### config.mk
export PLATFORM = sky130hd
export DESIGN_NAME = c64_pot_mouse
export DESIGN_NICKNAME = d
export VERILOG_FILES = /design/src/rtl/c64_pot_mouse.sv
export SDC_FILE = /design/constraint.sdc
export NUM_CORES = 1
export LEC_CHECK = 0
export ABC_CLOCK_PERIOD_IN_PS = 2620
export BUFFER_PORTS_ARGS = -buffer_cell sky130_fd_sc_hd__clkbuf_2
export CORE_MARGIN = 2
export CORE_UTILIZATION = 55
export CTS_BUF_LIST = sky130_fd_sc_hd__clkbuf_8 sky130_fd_sc_hd__clkbuf_16
export CTS_CLUSTER_SIZE = 14
export DETAILED_ROUTE_END_ITERATION = 8
export GPL_TIMING_DRIVEN = 0
export PLACE_DENSITY = 0.79
export SLEW_MARGIN = 0
export SYNTH_ARGS = -nofsm -noshare
export SYNTH_HDL_FRONTEND = slang
export SYNTH_SLANG_ARGS = --single-unit
### constraint.sdc
create_clock -name clk -period 2.62 [get_ports clk]
set_clock_uncertainty 0.1 [all_clocks]
set_input_delay 0.131 -clock clk [delete_from_list [all_inputs] [get_ports clk]]
set_output_delay 0.131 -clock clk [all_outputs]
set_load 0.005 [all_outputs]
### src/rtl/c64_pot_mouse.sv
// ============================================================================
// c64_pot_mouse -- 1351 mouse / paddle emulation onto SID POTX/POTY and joystick lines
// Rev 1.0
// ============================================================================
`default_nettype none

module c64_pot_mouse #(
    parameter int SHIFT  = 1,
    parameter int WINDOW = 512
) (
    input  logic       clk,
    input  logic       reset,
    input  logic       ce,
    input  logic [1:0] port1_mode,
    input  logic [1:0] port2_mode,
    input  logic [1:0] pot_sel,
    input  logic [1:0] mouse_btns,
    input  logic [7:0] mouse_x,
    input  logic [7:0] mouse_y,
    input  logic       mouse_strobe,
    input  logic [7:0] joystick0ax,
    input  logic [7:0] joystick0ay,
    input  logic [7:0] joystick1ax,
    input  logic [7:0] joystick1ay,
    input  logic       joystick_strobe,
    output logic [7:0] pot_x,
    output logic [7:0] pot_y,
    output logic [4:0] mouse_joy1,
    output logic [4:0] mouse_joy2,
    output logic       window_tick
);

    localparam int            CW            = (WINDOW > 1) ? $clog2(WINDOW) : 1;
    localparam logic [CW-1:0] C_LAST        = CW'(WINDOW - 1);
    localparam logic [1:0]    C_MODE_MOUSE  = 2'd1;
    localparam logic [1:0]    C_MODE_PADDLE = 2'd2;
    localparam logic [7:0]    C_NO_DEVICE   = 8'hFF;
    localparam logic [7:0]    C_PAD_CENTRE  = 8'h80;

    logic [11:0]   r_acc_x;
    logic [11:0]   r_acc_y;
    logic [7:0]    r_pad0x;
    logic [7:0]    r_pad0y;
    logic [7:0]    r_pad1x;
    logic [7:0]    r_pad1y;
    logic [CW-1:0] r_cnt;
    logic [7:0]    r_sh1x;
    logic [7:0]    r_sh1y;
    logic [7:0]    r_sh2x;
    logic [7:0]    r_sh2y;
    logic [7:0]    r_pot_x;
    logic [7:0]    r_pot_y;
    logic [1:0]    r_btns;
    logic [4:0]    r_joy1;
    logic [4:0]    r_joy2;

    logic          w_publish;
    logic [11:0]   w_dx;
    logic [11:0]   w_dy;
    logic [7:0]    w_mouse_x;
    logic [7:0]    w_mouse_y;
    logic [1:0]    w_btns_nxt;
    logic [4:0]    w_joy_btn;
    logic          w_unused_acc;

    function automatic logic [7:0] f_src(
        input logic [1:0] mode,
        input logic [7:0] mouse,
        input logic [7:0] pad
    );
        case (mode)
            C_MODE_MOUSE:  f_src = mouse;
            C_MODE_PADDLE: f_src = pad;
            default:       f_src = C_NO_DEVICE;
        endcase
    endfunction

    // Publish is qualified by reset so the tick stays low while reset is held.
    assign w_publish = ce && (r_cnt == C_LAST) && !reset;

    assign w_dx      = {{4{mouse_x[7]}}, mouse_x};
    assign w_dy      = {{4{mouse_y[7]}}, mouse_y};
    assign w_mouse_x = {1'b0, r_acc_x[SHIFT+5:SHIFT], 1'b0};
    assign w_mouse_y = {1'b0, r_acc_y[SHIFT+5:SHIFT], 1'b0};

    assign w_unused_acc = ^{r_acc_x, r_acc_y};

    // Buttons bypass the window: route the value being latched this cycle.
    assign w_btns_nxt = mouse_strobe ? mouse_btns : r_btns;
    assign w_joy_btn  = {w_btns_nxt[0], 3'b000, w_btns_nxt[1]};

    always_ff @(posedge clk) begin
        if (reset) begin
            r_acc_x <= 12'd0;
            r_acc_y <= 12'd0;
            r_btns  <= 2'b00;
        end else if (mouse_strobe) begin
            r_acc_x <= r_acc_x + w_dx;
            r_acc_y <= r_acc_y - w_dy;
            r_btns  <= mouse_btns;
        end
    end

    always_ff @(posedge clk) begin
        if (reset) begin
            r_pad0x <= C_PAD_CENTRE;
            r_pad0y <= C_PAD_CENTRE;
            r_pad1x <= C_PAD_CENTRE;
            r_pad1y <= C_PAD_CENTRE;
        end else if (joystick_strobe) begin
            r_pad0x <= joystick0ax ^ 8'h80;
            r_pad0y <= joystick0ay ^ 8'h80;
            r_pad1x <= joystick1ax ^ 8'h80;
            r_pad1y <= joystick1ay ^ 8'h80;
        end
    end

    always_ff @(posedge clk) begin
        if (reset) begin
            r_cnt <= '0;
        end else if (w_publish) begin
            r_cnt <= '0;
        end else if (ce) begin
            r_cnt <= r_cnt + 1'b1;
        end
    end

    // Shadows sample the pre-edge sources, so a strobe in the publish cycle waits a window.
    always_ff @(posedge clk) begin
        if (reset) begin
            r_sh1x <= C_NO_DEVICE;
            r_sh1y <= C_NO_DEVICE;
            r_sh2x <= C_NO_DEVICE;
            r_sh2y <= C_NO_DEVICE;
        end else if (w_publish) begin
            r_sh1x <= f_src(port1_mode, w_mouse_x, r_pad0x);
            r_sh1y <= f_src(port1_mode, w_mouse_y, r_pad0y);
            r_sh2x <= f_src(port2_mode, w_mouse_x, r_pad1x);
            r_sh2y <= f_src(port2_mode, w_mouse_y, r_pad1y);
        end
    end

    always_ff @(posedge clk) begin
        if (reset) begin
            r_pot_x <= C_NO_DEVICE;
            r_pot_y <= C_NO_DEVICE;
        end else begin
            case (pot_sel)
                2'b01: begin
                    r_pot_x <= r_sh1x;
                    r_pot_y <= r_sh1y;
                end
                2'b10: begin
                    r_pot_x <= r_sh2x;
                    r_pot_y <= r_sh2y;
                end
                default: begin
                    r_pot_x <= C_NO_DEVICE;
                    r_pot_y <= C_NO_DEVICE;
                end
            endcase
        end
    end

    always_ff @(posedge clk) begin
        if (reset) begin
            r_joy1 <= 5'd0;
            r_joy2 <= 5'd0;
        end else begin
            r_joy1 <= (port1_mode == C_MODE_MOUSE) ? w_joy_btn : 5'd0;
            r_joy2 <= (port2_mode == C_MODE_MOUSE) ? w_joy_btn : 5'd0;
        end
    end

    assign pot_x       = r_pot_x;
    assign pot_y       = r_pot_y;
    assign mouse_joy1  = r_joy1;
    assign mouse_joy2  = r_joy2;
    assign window_tick = w_publish;

endmodule

`default_nettype wire

==> results of run 1 <==
layer usage:
metal / share of wire / global-route usage / vias to the layer above
li1: - / - / 2021
met1: 0.43 / 0.311 / 1883
met2: 0.49 / 0.462 / 128
met3: 0.057 / 0.0595 / 20
met4: 0.019 / 0.0798 / 0
met5: 0 / 0 / -
placed cells by master (no fill, tap or decap), types with 2 or more instances in the layout:
master	count
ha_1	20
or3_1	3
clkbuf_8	9
conb_1	6
nand3b_1	2
a211o_1	3
buf_4	6
a211oi_1	8
dlygate4sd3_1	35
inv_8	2
a21oi_1	40
nand2b_1	6
clkbuf_2	77
nand3_1	4
xor2_1	4
nor3_1	11
nor3b_1	3
buf_2	15
nand2_1	46
nand4_1	3
clkbuf_1	16
dfxtp_1	109
o21a_1	2
inv_6	2
a22oi_1	40
inv_1	20
o21ai_0	7
xnor2_1	6
fa_1	2
and2_1	4
nor2_1	92
mux2i_1	36
what timing repair did:
| item | in CTS | in global routing |
|---|---|---|
| hold endpoints to repair | 35 | 0 |
| hold buffers | 35 | 0 |
| resized for setup | 0 | 0 |
worst register-to-register path: stages, from the launching register on:
cell	delay [ps]
dfxtp_1	390
ha_1	210
nand4_1	160
nor2_1	140
ha_1	140
nand2_1	130
nor3_1	380
buf_2	300
a21oi_1	90
final timing paths:
check                           cells past startpoint     endpoint  slack (ps)
worst min-delay path                                4   r_acc_x[0]           8
worst min register to register                      2    r_sh2x[7]         360
worst max register to register                      8    r_sh2y[3]         480
worst max-delay path                                7  window_tick         400
cells by family after synthesis:
group / after synthesis / share of synthesized area
compound gates: 106 / 0.151
simple gates: 176 / 0.161
xor+xnor: 10 / 0.0189
flops: 109 / 0.472
fa+ha+maj: 22 / 0.0628
mux: 36 / 0.0779
other cells: 1 / 0.000811
buf+inv: 57 / 0.0552
area by class of cell:
cell class	count	area [sq um]	share of cell area
repair buffers	112	736	0.129
plain buffers	37	180	0.0317
well taps	105	131	0.0231
flip-flops and latches	109	2180	0.383
clock inverters	7	57.6	0.0101
multi-input cells	356	2210	0.388
inverters	20	75.1	0.0132
clock buffers	9	124	0.0218
power by group:
part / switching, mW / leakage, nW / internal [mW]
Clock: 0.594 / 0.0992 / 0.363
Sequential: 0.0608 / 0.894 / 1.73
Combinational: 0.272 / 1.52 / 0.246
==> metrics, run 1 <==
CP Capture Type=primary output; H-Tree Depth=3; ant diodes=0; top post-synthesis cells by count=dfxtp_1, nor2_1, nand2_1; CTS Buffer Depth=2; max_slew headroom=0.599; clock-pin slew on the worst setup and hold paths=around 110 ps; 1st-iter DRT viols=between 200 and 250; DRC violations left=0; Vias=4,052; top-count cell post-synth=dfxtp_1; Layout area overhead=23.1%; RSZ-0062 raised after global routing=no; worst setup slack after layout=~400 ps; layout cells sized above 1=0.180; vias in the first global route=4,011; Core Region=0.00818 sq mm; setup repair bufs after CTS=0; Power Total=~3.3 mW; CTS tree=yes; minimum clock period=2220 ps; CP Cell Sequence=ha_1 -> nand4_1 -> nor2_1 -> ha_1 -> nand2_1 -> nor2_1 -> clkbuf_2; WP data arrival=1990 ps; Fmax=roughly 0.45 GHz; Post-synth top flop=dfxtp_1; initial antenna violation count=0; gpl congestion=~0.9; Final Non-Filler Cells=755; Hold Startpoint=mouse_x[0]; Synth async-reset ratio=0; cell count after synthesis=517; routed wire length per instance=15.0 microns; Ports=88; final setup fails=0; Cell Area, Synth=0.00462 sq mm; global-route wire length before repair=18,200 microns; Crit Path Category=register to primary output; post-route antenna net violation count=0; synth unique cells=36; WL final=11,300 microns; post-route design area=0.00569 sq mm; Reg with most FFs=r_cnt; fin util=0.696; max FFs per register=9; max incr delay on CP=390 ps; slowest stage cell, crit path=dfxtp_1; TritonCTS Buffers=9; Top delay family on crit path=simple AND/OR/NAND/NOR gates; Worst-Margin Slew=601 ps; power density over the cells=575 mW/mm^2; Ys Warns=0; Buf+Inv Stages, Crit Path=1; Port Buffers=between 70 and 80; DR pass1 iterations=4; top-area cell type share of the netlist area=0.472; TNS Setup=0 ps; Seq/Total Area, Yosys=0.472; max_cap viols=0; global route total overflow=0; Post-DP HPWL=8330 microns; final number of max-transition violations=0; pin count of the biggest net entering global routing=20; crit path launch=r_cnt[0]; Die X=95.7 microns; clk_lat worst skew=370 ps; filler instances=640; #FFs+latches synth=roughly 110; largest cells by area after synthesis=dfxtp_1, mux2i_1, nor2_1, a22oi_1, ha_1; status=complete, no violations; Starting Density=0.566; Max Fanout on Critical Path=4; biggest area consumer among synthesized cells=dfxtp_1; Final Hold Vio Count=0; EDFF count, synth=0; Nets=about 730; Root Driver=clkbuf_8; Setup WS pre-CTS=512 ps; worst-case vdd ir drop=0.377 mV; # rows=33; die area=0.00916 sq mm; static leakage=2.52 nW; total placed instance area=0.00516 sq mm; Post-Place Cells=704; vias per cell=5.37; Worst Hold Class=input pin to register; Min Hold Slack=around 7.5 ps; CP startpoint kind=register; Req. time, crit path=2390 ps; Die H=95.7 microns; Syn Area/Cell=8.94 sq um; clk sinks=109; Total GRT Usage=0.260; Final Cycle Share=0.847; worst r2r src=r_cnt[0]
(Power assumes the default switching activity.)
==> inputs of run 2 (changes only) <==
--- a/config.mk
+++ b/config.mk
@@ -5,7 +5,7 @@
 export SDC_FILE = /design/constraint.sdc
 export NUM_CORES = 1
 export LEC_CHECK = 0
-export ABC_CLOCK_PERIOD_IN_PS = 2620
+export ABC_CLOCK_PERIOD_IN_PS = 2300
 export BUFFER_PORTS_ARGS = -buffer_cell sky130_fd_sc_hd__clkbuf_2
 export CORE_MARGIN = 2
 export CORE_UTILIZATION = 55
==> constraint.sdc (replaced) <==
create_clock -name clk -period 2.3 [get_ports clk]
set_clock_uncertainty 0.1 [all_clocks]
set_input_delay 0.115 -clock clk [delete_from_list [all_inputs] [get_ports clk]]
set_output_delay 0.115 -clock clk [all_outputs]
set_load 0.005 [all_outputs]
==> metrics, run 2 (synthesized netlist as in run 1, its figures left out) <==
clk_lat worst skew=380 ps (was 370 ps); TritonCTS Buffers=9 (unchanged); WL final=11,300 microns (about the same); Layout area overhead=23.3% (was 23.1%); clk sinks=109 (unchanged); pin count of the biggest net entering global routing=20 (unchanged); static leakage=2.52 nW (about the same); final setup fails=0 (unchanged); Worst Hold Class=input pin to register (unchanged); flop-to-flop setup slack=180 ps (was 480 ps); Crit Path Category=register to primary output (unchanged); DRC violations left=0 (unchanged); worst-case vdd ir drop=0.426 mV (was 0.377 mV); minimum clock period=2190 ps; CTS Buffer Depth=2 (unchanged); Max Fanout on Critical Path=4 (unchanged); power density over the cells=654 mW/mm^2 (was 575 mW/mm^2); Nets=729 (was 728); r2r endpoint=r_sh2y[3] (unchanged); most frequent cells in the layout=dfxtp_1, nor2_1, clkbuf_2 (unchanged); post-route design area=0.00570 sq mm (was 0.00569 sq mm); layout cells sized above 1=0.180 (about the same); Min Hold Slack=22.2 ps (was 7.54 ps); Reg with most FFs=r_cnt (unchanged); Total GRT Usage=0.259 (was 0.260); post-route antenna net violation count=0 (unchanged); max_cap viols=0 (unchanged); Fmax=~0.46 GHz; clock-pin slew on the worst setup and hold paths=110 ps (about the same); Port Buffers=77 (unchanged); DR pass1 iterations=5 (was 4); Final Cycle Share=0.953; max_slew headroom=0.586 (was 0.599); global route total overflow=0 (unchanged); post-cts sizing count=0 (unchanged); Starting Density=0.566 (unchanged); WP data arrival=1980 ps (was 1990 ps); die area=0.00916 sq mm (unchanged); Die H=95.7 microns (unchanged); Power Total=3.73 mW (was 3.27 mW); vias in the first global route=4,005 (was 4,011); vias per cell=5.43 (was 5.37); commonest non-fill, non-tap cell in the layout=dfxtp_1 (unchanged); total placed instance area=0.00516 sq mm (unchanged); Final Hold Vio Count=0 (unchanged); DR WL met3=748 microns (was 648 microns); global-route wire length before repair=18,200 microns (about the same); CP Capture Type=primary output (unchanged); Root Driver=clkbuf_8 (unchanged); Post-DP HPWL=8330 microns (unchanged); Hold Path Sink=r_cnt[8] (was r_acc_x[0]); max FFs per register=9 (unchanged); gpl congestion=0.888 (unchanged); RSZ-0062 raised after global routing=yes (was no); CP startpoint kind=register (unchanged); CTS tree=yes (unchanged); H-Tree Depth=3 (unchanged); met1 WL=4740 microns (was 4870 microns); # rows=33 (unchanged); Worst-Margin Slew=620 ps (was 601 ps); status=complete, no violations (unchanged); initial antenna violation count=0 (unchanged); hold path cells=3 (was 4); Die X=95.7 microns (unchanged); setup repair bufs after CTS=0 (unchanged); ant diodes=0 (unchanged); 1st-iter DRT viols=225 (was 221); routed wire length per instance=15.0 microns (about the same); worst r2r src=r_cnt[0] (unchanged); DR top layer=met4 (unchanged); Hold Startpoint=ce (was mouse_x[0]); Req. time, crit path=2090 ps (was 2390 ps); Met2 Wirelength=5620 microns (was 5590 microns); Ports=88 (unchanged); Vias=4,104 (was 4,052); Reg2Reg Depth=8 (unchanged); Core Region=0.00818 sq mm (unchanged); final number of max-transition violations=0 (unchanged)
[run 2: metal layers]
| layer | vias to the layer above | track usage |
|---|---|---|
| met1 | 1917 | 0.311 |
| li1 | 2019 | - |
| met2 | 149 | 0.461 |
| met5 | - | 0 |
| met3 | 19 | 0.0595 |
| met4 | 0 | 0.0798 |
[run 2: layout make-up]
type                       count  area, sq um
tap                          105          131
sequential                   109         2180
buffer                        37          180
clock inverter                 7         57.6
inverter                      20         75.1
clock buffer                   9          124
fill                         639         2470
multi-input combinational    356         2210
timing repair buffer         113          746
[run 2: where the power goes]
group / switching, mW / internal, mW / leakage (nW) / total [mW]
Combinational: 0.310 / 0.281 / 1.53 / 0.592
Sequential: 0.0704 / 1.98 / 0.894 / 2.05
Clock: 0.677 / 0.414 / 0.0992 / 1.09
[run 2: how the worst max path moves through the flow]
stage | startpoint | to | slack [ps] | depth (start not counted)
6_report | r_cnt[0] | window_tick | 110 | 7
4_1_cts | r_cnt[0] | window_tick | 100 | 7
3_5_place_dp | r_cnt[0] | r_sh2x[6] | 190 | 8
3_3_place_gp | r_acc_y[0] | r_acc_y[6] | 230 | 8
5_1_grt | r_cnt[0] | r_sh2x[2] | -40 | 8
2_1_floorplan | r_acc_y[0] | r_acc_y[6] | 360 | 8
[run 2: stage by stage]
step,std cells,util,setup TNS (ps),setup slack [ps]
finish,756,0.697,0,108
global route,756,0.697,-332,-44.8
CTS,756,0.697,0,99.0
detailed placement,704,0.631,0,192
global placement,704,0.631,0,231
floorplan,522,-,0,363
[run 2: worst max-delay path: stages (launching register included)]
cell and delay, ps:
dfxtp_1 390, ha_1 210, nand4_1 160, nor2_1 140, ha_1 140, nand2_1 130
nor2_1 270, clkbuf_2 170
[run 2: repair_timing]
item | in CTS | in global routing
setup endpoints to repair | 0 | 11
hold buffers | 36 | 0
endpoints found under the hold margin | 36 | 0
==> inputs of run 3 (changes only) <==
--- a/config.mk
+++ b/config.mk
@@ -7,13 +7,15 @@
 export LEC_CHECK = 0
 export ABC_CLOCK_PERIOD_IN_PS = 2300
 export BUFFER_PORTS_ARGS = -buffer_cell sky130_fd_sc_hd__clkbuf_2
+export CELL_PAD_IN_SITES_DETAIL_PLACEMENT = 1
+export CELL_PAD_IN_SITES_GLOBAL_PLACEMENT = 1
 export CORE_MARGIN = 2
-export CORE_UTILIZATION = 55
+export CORE_UTILIZATION = 41
 export CTS_BUF_LIST = sky130_fd_sc_hd__clkbuf_8 sky130_fd_sc_hd__clkbuf_16
 export CTS_CLUSTER_SIZE = 14
 export DETAILED_ROUTE_END_ITERATION = 8
 export GPL_TIMING_DRIVEN = 0
-export PLACE_DENSITY = 0.79
+export PLACE_DENSITY_LB_ADDON = 0.1
 export SLEW_MARGIN = 0
 export SYNTH_ARGS = -nofsm -noshare
 export SYNTH_HDL_FRONTEND = slang
==> metrics, run 3 (synthesized netlist as in run 1, its figures left out) <==
Core Region=0.0109 sq mm (was 0.00818 sq mm); power density over the cells=726 mW/mm^2 (was 654 mW/mm^2); CP startpoint kind=register (unchanged); filler instances=1,297 (was 639); minimum clock period=2140 ps (was 2190 ps); max_slew headroom=0.562 (was 0.586); pin count of the biggest net entering global routing=17 (was 20); global route total overflow=0 (unchanged); Fmax=0.467 GHz (was 0.456 GHz); clk sinks=109 (unchanged); sequential power share=0.479 (was 0.549); Final Hold Vio Count=0 (unchanged); Starting Density=0.423 (was 0.566); DRC violations left=0 (unchanged); status=complete, no violations (unchanged); CTS tree=yes (unchanged); Max Fanout on Critical Path=4 (unchanged); H-Tree Depth=3 (unchanged); Hold Path Sink=r_cnt[8] (unchanged); slowest stage cell, crit path=dfxtp_1 (unchanged); ant diodes=0 (unchanged); Ports=88 (unchanged); gpl congestion=0.838 (was 0.888); routed wire length per instance=17.1 microns (was 15.0 microns); vias per cell=5.28 (was 5.43); RSZ-0062 raised after global routing=yes (unchanged); global-route wire length before repair=21,400 microns (was 18,200 microns); Hold Startpoint=ce (unchanged); Vias=4,162 (was 4,104); worst setup slack after layout=160 ps (was 108 ps); final number of max-transition violations=0 (unchanged); Post-DP HPWL=10,100 microns (was 8330 microns); CP Capture Type=primary output (unchanged); setup repair bufs after CTS=0 (unchanged); Worst-Margin Slew=657 ps (was 620 ps); Clk pwr share=0.375 (was 0.293); clk_lat worst skew=340 ps (was 380 ps); TritonCTS Buffers=9 (unchanged); most frequent cells in the layout=dfxtp_1, nor2_1, clkbuf_2 (unchanged); grt met3 use=0.0576 (was 0.0595); met1 GRT Util=0.265 (was 0.311); layer with the highest usage=met2 (unchanged); 1st-iter DRT viols=231 (was 225); clock-pin slew on the worst setup and hold paths=60 ps (was 110 ps); die area=0.0121 sq mm (was 0.00916 sq mm); Sw Share=0.251 (was 0.284); Nets=728 (was 729); Reg with most FFs=r_cnt (unchanged); commonest non-fill, non-tap cell in the layout=dfxtp_1 (unchanged); static leakage=2.58 nW (was 2.52 nW); # rows=38 (was 33); M2 GR Usage=0.438 (was 0.461); vias in the first global route=4,414 (was 4,005); initial antenna violation count=0 (unchanged); layout cells sized above 1=0.185 (was 0.180); Port Buffers=77 (unchanged); worst-case vdd ir drop=0.518 mV (was 0.426 mV); Layout area overhead=27.3% (was 23.3%); Comb pwr share=0.146 (was 0.159); worst r2r src=r_cnt[0] (unchanged); Final Non-Filler Cells=789 (was 756); Root Driver=clkbuf_16 (was clkbuf_8); CP most frequent cell=ha_1; CTS Buffer Depth=2 (unchanged); Setup WS pre-CTS=108 ps (was 192 ps); Total GRT Usage=0.237 (was 0.259); CP Cell Sequence=ha_1 -> nand4_1 -> nor2_1 -> ha_1 -> nand2_1 -> nor2_2 -> clkbuf_2 (was ha_1 -> nand4_1 -> nor2_1 -> ha_1 -> nand2_1 -> nor2_1 -> clkbuf_2); Final Cycle Share=0.931 (was 0.953); final setup fails=0 (unchanged); Post-Place Cells=739 (was 704); Req. time, crit path=2090 ps (about the same); fin util=0.538 (was 0.697); max FFs per register=9 (unchanged); cell-internal power=3.20 mW (was 2.67 mW); NetSw=1.07 mW (was 1.06 mW); DR pass1 iterations=4 (was 5); Crit Path Category=register to primary output (unchanged); hold path cells=3 (unchanged); Worst Hold Class=input pin to register (unchanged); Die H=110 microns (was 95.7 microns); post-route antenna net violation count=0 (unchanged); flop-to-flop setup slack=180 ps (about the same); max incr delay on CP=370 ps (was 390 ps); Die X=110 microns (was 95.7 microns); max_cap viols=0 (unchanged); WL final=13,500 microns (was 11,300 microns); WP data arrival=1930 ps (was 1980 ps); Reg2Reg Depth=9 (was 8); r2r endpoint=r_sh2x[0] (was r_sh2y[3])
run 3: critical path: cells and delay by family, from the launching register on:
| kind | cells | cell delay (ps) |
|---|---|---|
| buffers and inverters | 1 | 150 |
| and+or+nand+nor | 4 | 700 |
| adders and majority gates | 2 | 370 |
| DFF | 1 | 370 |
run 3: timing repair:
action	4_1_cts	5_1_grt
hold endpoints to repair	35	0
resized for setup	0	7
hold buffers	35	0
endpoints found under the setup margin	0	23
run 3: cell type report:
type | instances | area, sq um | area share
clock inverter | 6 | 81.3 | 0.0138
tap | 140 | 175 | 0.0298
inverter | 20 | 75.1 | 0.0128
sequential | 109 | 2180 | 0.371
timing repair buffer | 112 | 736 | 0.125
buffer | 37 | 185 | 0.0315
clock buffer | 9 | 225 | 0.0383
multi-input combinational | 356 | 2230 | 0.378
run 3: worst max-delay path by stage:
stage	endpoint	depth (start not counted)	slack, ps	start
2_1_floorplan	r_acc_y[6]	8	360	r_acc_y[0]
3_3_place_gp	r_acc_y[6]	8	180	r_acc_y[0]
3_5_place_dp	r_sh1y[6]	8	110	r_cnt[0]
4_1_cts	window_tick	7	70	r_cnt[0]
5_1_grt	r_sh2y[2]	9	-70	r_cnt[0]
6_report	window_tick	7	160	r_cnt[0]
run 3: power groups by stage:
stage          clock, mW  combinational [mW]  sequential, mW
3_3_place_gp           0               0.529            2.09
4_1_cts             1.65               0.615            2.05
5_1_grt             1.74               0.692            2.06
3_5_place_dp           0               0.563            2.09
6_report            1.60               0.622            2.05
2_1_floorplan          0               0.372            2.07
run 3: stage by stage:
step / total power [mW] / hold slack (ps) / TNS, ps / cell area (sq um)
2_1_floorplan: 2.44 / 162 / 0 / 4640
3_3_place_gp: 2.61 / 251 / 0 / 5200
3_5_place_dp: 2.65 / 265 / 0 / 5200
6_report: 4.27 / 61.8 / 0 / 5890
5_1_grt: 4.49 / 65.3 / -484 / 5890
4_1_cts: 4.32 / 51.4 / 0 / 5860
run 3: per-layer routing:
layer,up-vias,part of all wire,wire length (microns)
met2,94,0.52,7010
li1,2019,-,-
met5,-,0,0
met4,0,0.023,317
met1,2029,0.42,5690
met3,20,0.035,475
